`src/rtl/vga_timing.sv`:
```
// vga_timing: free-running raster counters with registered decode for the text renderer,
// plus monitor hsync/vsync/de delayed to line up with the renderer's RGB output.
module vga_timing #(
    parameter int   H_VISIBLE = 720,
    parameter int   H_FRONT   = 18,
    parameter int   H_SYNC    = 108,
    parameter int   H_BACK    = 54,
    parameter int   V_VISIBLE = 400,
    parameter int   V_FRONT   = 12,
    parameter int   V_SYNC    = 2,
    parameter int   V_BACK    = 35,
    parameter logic H_POL     = 1'b0,
    parameter logic V_POL     = 1'b1,
    parameter int   SYNC_DLY  = 2
) (
    input  logic        clk_i,
    input  logic        rst_i,
    output logic        h_active,
    output logic        v_active,
    output logic        eol,
    output logic        frame_start,
    output logic [11:0] hcount,
    output logic [11:0] vcount,
    output logic        hsync,
    output logic        vsync,
    output logic        de
);
    localparam int H_TOTAL = H_VISIBLE + H_FRONT + H_SYNC + H_BACK;
    localparam int V_TOTAL = V_VISIBLE + V_FRONT + V_SYNC + V_BACK;
    localparam logic [11:0] H_LAST = 12'(H_TOTAL - 1);
    localparam logic [11:0] V_LAST = 12'(V_TOTAL - 1);
    localparam logic [11:0] H_VIS  = 12'(H_VISIBLE);
    localparam logic [11:0] V_VIS  = 12'(V_VISIBLE);
    localparam logic [11:0] HS_ON  = 12'(H_VISIBLE + H_FRONT);
    localparam logic [11:0] HS_OFF = 12'(H_VISIBLE + H_FRONT + H_SYNC);
    localparam logic [11:0] VS_ON  = 12'(V_VISIBLE + V_FRONT);
    localparam logic [11:0] VS_OFF = 12'(V_VISIBLE + V_FRONT + V_SYNC);

    logic [11:0] hc, vc;
    logic        hs_raw, vs_raw, de_raw;

    always_ff @(posedge clk_i or posedge rst_i) begin
        if (rst_i) begin
            hc <= '0;
            vc <= '0;
        end else begin
            hc <= (hc == H_LAST) ? 12'd0 : hc + 12'd1;
            if (hc == H_LAST)
                vc <= (vc == V_LAST) ? 12'd0 : vc + 12'd1;
        end
    end

    // stage 1: every strobe describes the counter value of the previous cycle
    always_ff @(posedge clk_i or posedge rst_i) begin
        if (rst_i) begin
            hcount      <= '0;
            vcount      <= '0;
            h_active    <= 1'b0;
            v_active    <= 1'b0;
            eol         <= 1'b0;
            frame_start <= 1'b0;
            hs_raw      <= !H_POL;
            vs_raw      <= !V_POL;
            de_raw      <= 1'b0;
        end else begin
            hcount      <= hc;
            vcount      <= vc;
            h_active    <= hc < H_VIS;
            v_active    <= vc < V_VIS;
            eol         <= hc == H_VIS;
            frame_start <= (hc == 12'd0) && (vc == 12'd0);
            hs_raw      <= (hc >= HS_ON && hc < HS_OFF) ? H_POL : !H_POL;
            vs_raw      <= (vc >= VS_ON && vc < VS_OFF) ? V_POL : !V_POL;
            de_raw      <= (hc < H_VIS) && (vc < V_VIS);
        end
    end

    if (SYNC_DLY == 0) begin : g_nodly
        assign hsync = hs_raw;
        assign vsync = vs_raw;
        assign de    = de_raw;
    end else begin : g_dly
        logic [SYNC_DLY-1:0] hs_sr, vs_sr, de_sr;
        // presetting to the inactive levels keeps the monitor from seeing a sync glitch after reset
        always_ff @(posedge clk_i or posedge rst_i) begin
            if (rst_i) begin
                hs_sr <= {SYNC_DLY{!H_POL}};
                vs_sr <= {SYNC_DLY{!V_POL}};
                de_sr <= '0;
            end else begin
                hs_sr <= SYNC_DLY'({hs_sr, hs_raw});
                vs_sr <= SYNC_DLY'({vs_sr, vs_raw});
                de_sr <= SYNC_DLY'({de_sr, de_raw});
            end
        end
        assign hsync = hs_sr[SYNC_DLY-1];
        assign vsync = vs_sr[SYNC_DLY-1];
        assign de    = de_sr[SYNC_DLY-1];
    end
endmodule
```
`config.mk`:
```
export PLATFORM = sky130hd
export DESIGN_NAME = vga_timing
export DESIGN_NICKNAME = d
export VERILOG_FILES = /design/src/rtl/vga_timing.sv
export SDC_FILE = /design/constraint.sdc
export NUM_CORES = 1
export LEC_CHECK = 0
export CORE_ASPECT_RATIO = 1.1
export CORE_MARGIN = 1
export CORE_UTILIZATION = 37
export DETAILED_ROUTE_END_ITERATION = 7
export PLACE_DENSITY_LB_ADDON = 0.2
export REMOVE_ABC_BUFFERS = 1
export SETUP_SLACK_MARGIN = 0.5
export SLEW_MARGIN = 5
export SYNTH_ARGS = -nofsm -noshare
export SYNTH_HDL_FRONTEND = slang
export SYNTH_SLANG_ARGS = --single-unit
```
`constraint.sdc`:
```
create_clock -name clk_i -period 6.3 [get_ports clk_i]
set_input_delay 0.63 -clock clk_i [delete_from_list [all_inputs] [get_ports clk_i]]
set_output_delay 0.63 -clock clk_i [all_outputs]
set_load 0.005 [all_outputs]
```
======== Word-level counts from Yosys, hierarchy flattened ========
Index checks and enable logic that the tools add are counted.
Widths: inputs -> output; s select.
storage, ports and cells
  bits in registers ....................... 61
  bits of input ports ..................... 2
  output and inout bits ................... 31
  logic and storage cells ................. 35
operators by class
  add/sub/neg operators ................... 2
  order comparisons ....................... 6
  equality and inequality tests ........... 3
  multiplexer cells ....................... 4
  reduce and logical (&&, ||, !) cells .... 6
operators by type and width
  kind                   count
  $add 12x1->12 const B  2
  $eq 12x10->1 const B   2
  $logic_not 12->1       2
  $lt 12x10->1 const B   2
  $lt 12x9->1 const B    2
  $mux 12                2
  $eq 12x9->1 const B    1
  $ge 12x10->1 const B   1
  $ge 12x9->1 const B    1
  $logic_and 1x1->1      4
  $mux 1                 2

======== Depth between registers and ports, before layout ========
Gate-level depths: netlist of the first run.
  depth in word-level cells ............... 3
  mapped depth ............................ 6
  mapped depth without buffers ............ 6

======== Worst setup path after synthesis of the first run ========
Ideal clock, no wire load.
  kind .................................... register to register
  start ................................... register hc[2]
  end ..................................... register vc[5]
  setup time .............................. 0.125 ns
  arrival ................................. 2.167 ns
  required time ........................... 6.175 ns
  slack ................................... 4.009 ns
  stages on the path, launching flop included .. 6
  buffers on the path ..................... 1
  clock period less this slack ............ 2.291 ns
  cell sequence ........................... dfrtp_1 > or4_4 > or4b_1 > buf_2 > nor4_4 > mux2_2
between the ends
  longest elaborated chain between the ends .. 1
RTL lines
  element                 line  text
  start, declared         39    logic [11:0] hc, vc;
  start signal, assigned  47    hc <= (hc == H_LAST) ? 12'd0 : hc + 12'd1;
  $eq 12x10->1            48    if (hc == H_LAST)
  end signal, assigned    49    vc <= (vc == V_LAST) ? 12'd0 : vc + 12'd1;
  end, declared           39
No other way between the ends.
A chain may end at the register's enable or synchronous reset.

======== Final worst setup path of the first run ========
  start ................................... register hc[2]
  end ..................................... register vc[7]
The elaborated chain is that of the path after synthesis.

==> impl_metrics.json, run 1 <==
{
  "numCtsBuffers": 9,
  "min_period_ns": 2.70,
  "seq_area_frac_synth_pct": 65.1,
  "clk_pin_slew_ns": 0.07,
  "path_max_fanout": 8,
  "avgSynthCellArea_um2": 12.4,
  "synth-seq-cells": 61,
  "syn2layout_area_growth_pct": 29.1,
  "setup_tns_ns": 0,
  "clockBufferDepth": 2,
  "antenna_cells": 0,
  "grt_usage_pct": 14.9,
  "worst_ep_required_time_ns": 6.52,
  "finalHoldViolCount": 0,
  "synth_ff_type": "dfrtp_1",
  "cap_violations": 0,
  "nets": 237,
  "worst_r2r_endpoint": "vc[7]",
  "cts_root_buffer": "clkbuf_8",
  "worst_path_dominant_cell_family": "simple AND/OR/NAND/NOR gates",
  "seqCellArea_um2": 1530,
  "power.leakage_nw": 1.33,
  "cts_sinks": 61,
  "final_cell_area_um2": 3040,
  "worst_path_max_delay_cell": "nor4b_1",
  "rrSetupSlack_ns": 3.60,
  "tightest_slew_ns": 1.03,
  "dpl.hpwl_mm": 2.73,
  "clock_skew_ns": 0.00573,
  "overflow": 0,
  "cts-hold-fix-buffers": 0,
  "drt_iter0_drc": 51,
  "cts-resized-gates": 0,
  "path_class": "reg2reg",
  "grt_first_pass_wirelength_mm": 7.36,
  "grt_max_degree": 62,
  "rsz0062_at_grt": "no",
  "io_pins": 33,
  "reg2reg_depth": 5,
  "numPortBuffers": 32,
  "start_util_pct": 38.2,
  "crit_chain": "or4_4, nor4b_1, buf_4, o21ai_0, a22o_1",
  "place_area_um2": 2770,
  "fmax_mhz": 370,
  "yosysWarningCount": 0,
  "setup_viol": 0,
  "fp-row-count": 30,
  "syn_inst": 190,
  "post-cts-setup-buffer-count": 0,
  "die_w_um": 78.0,
  "avgViaCountPerCell": 4.97,
  "critPathCaptureType": "flip-flop",
  "core_area_um2": 6160,
  "clock_latency_ns": 0.33,
  "peakVddDrop_mv": 0.119,
  "firstDrtPassIters": 5,
  "postRouteAntennaNets": 0,
  "crit_buf_inv": 1,
  "worstPathArrival_ns": 2.92,
  "tritoncts": "built",
  "slew_violations": 0,
  "status": "completed",
  "hold_end": "g_dly.de_sr[1]",
  "yosysUniqueCellTypes": 35,
  "ys_async_sr_fraction_pct": 100,
  "slew_headroom_pct": 30.3,
  "htreeDepth": 3,
  "hp-start": "g_dly.de_sr[0]",
  "whs_path_depth": 0,
  "grt_pass1_vias": 1437,
  "syn-cell-area_um2": 2350,
  "vias": 1566,
  "drive_gt1_share_pct": 13.6,
  "gp_congestion": 0.737,
  "antenna_found_initial": 0,
  "die_h_um": 85.6,
  "finalCritPeriodShare_pct": 42.9,
  "synth_edf_count": 0,
  "multi_input_area_um2": 767,
  "r2r-start": "hc[2]",
  "wl_mm": 4.26,
  "critPathLaunchType": "flip-flop",
  "route.detailed.drc": 0,
  "wl_per_cell_um": 13.5,
  "die_area_um2": 6680,
  "hp-class": "reg2reg",
  "fill_cells": 585,
  "powerDensity_nw_per_um2": 284,
  "crit_path_max_incr_delay_ns": 0.88
}
-- sequential cells by signal, summed over array words and instances (netlist names) --
register and cells:
de_raw 1, eol 1, frame_start 1, g_dly.de_sr 2, g_dly.hs_sr 2, g_dly.vs_sr 2
h_active 1, hc 12, hcount 12, hs_raw 1, v_active 1, vc 12
vcount 12, vs_raw 1
-- cell usage after synthesis, types with 3 or more instances --
cell type	count	area, um2
mux2_2	3	33.8
dfrtp_1	58	1450
nand4_1	5	31.3
clkbuf_1	3	11.3
ha_1	5	62.6
xnor2_1	8	70.1
and4_1	3	26.3
a22o_1	7	61.3
nor2_1	16	60.1
nor3_1	11	55.1
nand2_1	10	37.5
inv_1	9	33.8
nand3_1	7	35.0
nor4_1	5	31.3
o21ai_0	9	45.0
nor4b_1	3	26.3
dfstp_2	3	78.8
-- layout make-up --
class	instances	share of cell area (%)
Sequential cell	61	50.4
Inverter	9	1.11
Clock inverter	7	4.82
Timing Repair Buffer	34	11.0
Multi-Input combinational cell	115	25.3
Clock buffer	9	4.08
Tap cell	80	3.30
-- logic make-up (layout without fill, tap and decap cells) --
| group | Yosys count | in the layout | share of synthesized area [%] |
|---|---|---|---|
| simple gates | 77 | 77 | 19.0 |
| fa+ha+maj | 5 | 5 | 2.66 |
| buf+inv | 14 | 59 | 2.34 |
| compound gates | 20 | 20 | 5.74 |
| mux | 3 | 3 | 1.44 |
| flops | 61 | 61 | 65.1 |
| xor+xnor | 10 | 10 | 3.72 |
-- layout by cell type, fill, tap and decap left out, types with 3 or more instances in the layout --
| cell type | synthesis | routed |
|---|---|---|
| ha_1 | 5 | 5 |
| bufinv_16 | 0 | 4 |
| clkdlybuf4s50_1 | 0 | 32 |
| mux2_2 | 3 | 3 |
| a22o_1 | 7 | 7 |
| nor3_1 | 11 | 11 |
| nand4_1 | 5 | 5 |
| nand2_1 | 10 | 10 |
| nand3_1 | 7 | 7 |
| nor4_1 | 5 | 5 |
| nor2_1 | 16 | 16 |
| dfstp_2 | 3 | 3 |
| o21ai_0 | 9 | 9 |
| inv_1 | 9 | 8 |
| clkbuf_8 | 0 | 9 |
| and4_1 | 3 | 3 |
| nor4b_1 | 3 | 3 |
| dfrtp_1 | 58 | 58 |
| xnor2_1 | 8 | 8 |
-- stage by stage --
step | std cells | total power, mW | utilization (%) | worst slack [ns] | hold WS [ns]
CTS | 315 | 0.872 | 49.3 | 3.58 | 0.351
floorplan | 185 | 0.405 | - | 3.74 | 0.331
global placement | 299 | 0.408 | 44.9 | 3.62 | 0.331
finish | 315 | 0.862 | 49.3 | 3.60 | 0.348
global route | 315 | 0.892 | 49.3 | 3.38 | 0.361
detailed placement | 299 | 0.408 | 44.9 | 3.59 | 0.336
-- where the power goes --
part	internal (mW)	switching [mW]	leakage (nW)
sequential	0.392	0	0.792
clock	0.305	0.157	0.134
combinational	0.00101	0.00721	0.401
total	0.698	0.164	1.33
-- layer usage --
layer / track usage, % / share of wire [%] / routed length (um)
met5: 0 / 0 / 0
met4: 9.09 / 1.9 / 80
met3: 4.47 / 4.1 / 174
met2: 19.9 / 43 / 1850
met1: 21.3 / 51 / 2150
-- worst max-delay path by stage --
stage               start      to  slack [ns]  cells after the start
finish              hc[2]   vc[7]        3.60                      5
CTS                 hc[2]   vc[7]        3.58                      5
detailed placement  hc[2]   vc[8]        3.59                      5
floorplan           hc[2]  vc[11]        3.74                      4
global placement    vc[1]   vc[0]        3.62                      6
global route        vc[1]   vc[0]        3.38                      6
Power figures use the tool's default switching activity.
==> run 2: changes to the inputs <==
clock period = 2.6 ns   (was 6.3 ns; I/O delays follow)
==> impl_metrics.json, run 2 (synthesis results as in run 1) <==
{
  "path_max_fanout": 3,
  "layout_commonest_cell": "dfrtp_1",
  "grt_max_degree": 25,
  "worst_path_dominant_cell_family": "simple AND/OR/NAND/NOR gates",
  "avgViaCountPerCell": 4.98,
  "pwr-share-comb_pct": 1.2,
  "crit_path_max_incr_delay_ns": 0.58,
  "fmax_mhz": 462,
  "slew_headroom_pct": 68.2,
  "hp-class": "in2async",
  "path_class": "reg2reg",
  "pwr-share-seq_pct": 52.0,
  "clock_latency_ns": 0.34,
  "p_sw_share_pct": 20.8,
  "finalHoldViolCount": 0,
  "gp_congestion": 0.798,
  "switchingPower_mw": 0.379,
  "critPathLaunchType": "flip-flop",
  "crit_chain": "or4_4, or4b_4, buf_6, buf_4, mux2_2",
  "place_area_um2": 2800,
  "wl_mm": 4.47,
  "syn2layout_area_growth_pct": 31.6,
  "cap_violations": 0,
  "power.leakage_nw": 1.36,
  "setup_viol": 0,
  "vias": 1619,
  "tightest_slew_ns": 0.477,
  "clockBufferDepth": 2,
  "status": "completed",
  "peakVddDrop_mv": 0.315,
  "die_area_um2": 6680,
  "drive_gt1_share_pct": 20.8,
  "critPathCaptureType": "flip-flop",
  "die_w_um": 78.0,
  "overflow": 0,
  "cts_sinks": 61,
  "route.detailed.drc": 0,
  "start_util_pct": 38.2,
  "min_period_ns": 2.16,
  "setup_tns_ns": 0,
  "htreeDepth": 3,
  "powerDensity_nw_per_um2": 590,
  "slew_violations": 0,
  "worstPathArrival_ns": 2.38,
  "post-route-util_pct": 50.3,
  "fp-row-count": 30,
  "dpl.hpwl_mm": 2.86,
  "clockPowerShare_pct": 46.9,
  "io_pins": 33,
  "wl_per_cell_um": 13.8,
  "nets": 247,
  "grt_pass1_vias": 1611,
  "drt_iter0_drc": 69,
  "cts_root_buffer": "clkbuf_8",
  "grt_usage_pct": 15.6,
  "worst_path_max_delay_cell": "or4b_4",
  "p_int_mw": 1.45,
  "dp.cells": 304,
  "grt_first_pass_wirelength_mm": 7.78,
  "clk_pin_slew_ns": 0.07,
  "rsz0062_at_grt": "yes",
  "numPortBuffers": 32,
  "finalCritPeriodShare_pct": 83.2,
  "worst_ep_required_time_ns": 2.82,
  "numCtsBuffers": 9,
  "die_h_um": 85.6,
  "finalNonFillerCells": 325,
  "crit_buf_inv": 2,
  "clock_skew_ns": 0.00807,
  "tritoncts": "built",
  "final_cell_area_um2": 3100,
  "core_area_um2": 6160,
  "firstDrtPassIters": 4,
  "postRouteAntennaNets": 0,
  "antenna_cells": 0,
  "antenna_found_initial": 0,
  "final_cell_mix": "dfrtp_1 (53), clkdlybuf4s50_1 (32), nor2_1 (16)"
}
==> run 2: changes by cell type in the layout (fill, tap and decap cells not counted), moves of 2 or more <==
cell,before,now
buf_4,2,11
clkinvlp_4,0,2
dfrtp_2,0,5
dfrtp_1,58,53
clkbuf_8,9,11
bufinv_16,4,1
==> run 2: path summary, 6_finish.rpt <==
| path | startpoint | to | slack (ns) | cells past startpoint |
|---|---|---|---|---|
| min reg2reg | g_dly.de_sr[0] | g_dly.de_sr[1] | 0.35 | 0 |
| max reg2reg | hc[3] | vc[0] | 0.44 | 5 |
| min in group clk_i | g_dly.de_sr[0] | g_dly.de_sr[1] | 0.35 | 0 |
| max in group asynchronous | rst_i | hs_raw | 1.65 | 3 |
| max | hc[3] | vc[0] | 0.44 | 5 |
| min | rst_i | vcount[9] | 0.26 | 2 |
==> run 2: routing by layer <==
metal	up-vias	GRT usage (%)	wire length (um)
met5	-	0	0
met1	798	20.8	2220
met4	0	7.58	72
met3	8	6.28	240
met2	40	22.1	1950
li1	773	-	-
==> run 2: timing repair <==
item                       in CTS  in global routing
pin swaps                       3                  3
gates resized for setup         8                  6
hold buffers                    0                  0
setup endpoints to repair      11                 12
setup buffers                   3                  2
==> run 2: final cells by class <==
cell class,count,area (um2)
flip-flops and latches,61,1540
well taps,80,100
inverters,9,33.8
clock inverters,5,58.8
fillers,568,3060
clock buffers,11,151
repair buffers,44,414
multi-input cells,115,802
==> run 2: worst reg2reg max path, delay by kind of cell (launching register included) <==
family | cells | cell delay, ns
buffers and inverters | 2 | 0.27
DFF | 1 | 0.41
muxes | 1 | 0.25
and+or+nand+nor | 2 | 1.10
==> run 2: per-stage QoR <==
step	hold slack, ns	power, mW	setup slack (ns)
6_report	0.261	1.83	0.437
5_1_grt	0.315	1.90	0.408
4_1_cts	0.276	1.85	0.455
3_5_place_dp	0.336	0.990	0.207
3_3_place_gp	0.332	0.990	0.250
2_1_floorplan	0.331	0.981	0.0412
==> run 2: power by group through the flow <==
stage | sequential (mW) | clock (mW) | combinational, mW
after global placement | 0.967 | 0 | 0.0229
after detailed placement | 0.967 | 0 | 0.0233
after global routing | 0.948 | 0.923 | 0.0262
final | 0.949 | 0.855 | 0.0212
after CTS | 0.949 | 0.879 | 0.0232
after floorplan | 0.967 | 0 | 0.0138
==> edit, RTL diff (config.mk and constraints of run 2) <==
Change the parameter `SYNC_DLY` from 2 to 1.
--- a/src/rtl/vga_timing.sv
+++ b/src/rtl/vga_timing.sv
@@ -12,5 +12,5 @@
     parameter logic H_POL     = 1'b0,
     parameter logic V_POL     = 1'b1,
-    parameter int   SYNC_DLY  = 2
+    parameter int   SYNC_DLY  = 1
 ) (
     input  logic        clk_i,
Function: changed (a bounded check fails within 4 cycles, from zero or initial values and one cycle with rst_i high).
==> edit against run 2 <==
First-iteration DRC count decreased by 13%. Area after synthesis decreased by 6.6%. Setup slack improved by 0.12 ns. Critical endpoint is now vc[7]$_DFFE_PP0N_. Wire length decreased by 3.5%. Sequential cell count decreased by 3. Power decreased by 0.63%. Via count decreased by 4.7%. Design area decreased by 4.9%.
==> edit: results (changes against run 2) <==
Worst setup path
  • Reg2reg path depth: 4 (-1)
  • Worst reg2reg endpoint: vc[7]$_DFFE_PP0N_
  • Crit path DAT: 2.29 ns (-0.09 ns)
  • CP max FO: 7 (+4)
  • Critical path's slowest cell: or4_4
  • Flop2flop setup slack: 0.56 ns (+0.12 ns)
  • Max incr delay on CP: 0.61 ns (+0.03 ns)

Logic synthesis
  • Top post-synthesis cells by area: dfrtp_1 64%, xnor2_1 4.0%, nand3_1 3.0%
  • Library cells used by synthesis: 30 (-14%)
  • Seq/Total Area, Yosys: 66.2% (+1.2 points)
  • Synth cell count leaders: 56 x dfrtp_1, 13 x nand3_1, 12 x nand2_1
  • Post-Syn Area per Cell: 12.1 µm² (-2.5%)

Place
  • RePlAce Congestion: 0.862 (+8.1%)
  • DP Area: 0.00262 mm² (-6.4%)
  • HPWL Detailed: 2.84 mm (-0.76%)
  • Dpl cells: 289 (-4.9%)

GRT
  • Pin count of the biggest net entering global routing: 59 (+140%)
  • Overall Global Routing Usage: 16.4% (+0.81 points)
  • Vias in the first global route: 1,556 (-3.4%)

Timing
  • Hold slack final: 0.345 ns (+0.0835 ns)
  • Rel. slew slack: 54.4% (-14 points)
  • Clock skew: 0.00761 ns (-0.000458 ns)

Cells and area
  • Post-route insts no fill: 311 (-4.3%)
  • Layout cells sized above 1: 17.5% (-3.3 points)
  • Fin nets: 236 (-4.5%)

Pwr
  • Leakage power: 0.00135 µW (-1.1%)
  • Sw Share: 18.5% (-2.3 points)

Route
  • WL met3: 178 µm (-26%)
  • Wirelength per Cell: 13.9 µm (+0.81%)
  • Via Count: 1,543 (-4.7%)
  • Initial DRC Count: 60 (-13%)

Run status
  • Status: finished, final reports clean
-- edit: changes by cell type after synthesis, moves of 3 or more --
cell | run 2 | this run
nor2_1 | 16 | 10
nor3_1 | 11 | 7
or3_1 | 2 | 5
xor2_1 | 2 | 5
nand3_1 | 7 | 13
a31oi_1 | 0 | 3
mux2_2 | 3 | 0
a22o_1 | 7 | 0
-- edit: cells by family (layout without fill, tap and decap cells) --
family                   count (synthesis)  in the layout  synth area share [%]
AO/OA/AOI/OAI                           15             15                  3.93
XOR/XNOR                                15             15                  5.98
adder cells (fa/ha/maj)                  5              5                  2.85
buffers and inverters                   15             67                  2.68
flip-flops                              58             58                  66.2
AND/OR/NAND/NOR                         74             74                  18.3
-- edit: repair_timing --
action	CTS	global route
pin swaps	4	5
endpoints found under the hold margin	0	0
gates resized for setup	9	3
endpoints found under the setup margin	9	7
buffers inserted	4	2
-- edit: critical path, delay by kind of cell, from the launching register on --
kind / cells / cell delay [ns]
AOI/OAI and AO/OA: 2 / 0.39
DFF: 1 / 0.40
and+or+nand+nor: 2 / 1.16
-- edit: power by group through the flow --
stage | clock network (µW) | logic, µW | registers [µW]
after global routing | 963 | 22.9 | 902
final | 892 | 18.8 | 903
after detailed placement | 0 | 20.5 | 919
after CTS | 921 | 20.6 | 903
after floorplan | 0 | 13.1 | 919
after global placement | 0 | 20.4 | 919
-- edit: cell type report --
type | count | area, µm²
clock buffers | 15 | 196
clock inverters | 1 | 30.0
repair buffers | 42 | 395
inverters | 9 | 33.8
fillers | 544 | 2790
multi-input cells | 109 | 736
well taps | 77 | 96.3
flip-flops and latches | 58 | 1460
-- edit: metal layers --
metal	track usage, %	vias to the layer above
met4	10.0	0
li1	-	728
met2	25.4	42
met1	19.2	758
met3	6.28	15
met5	0	-
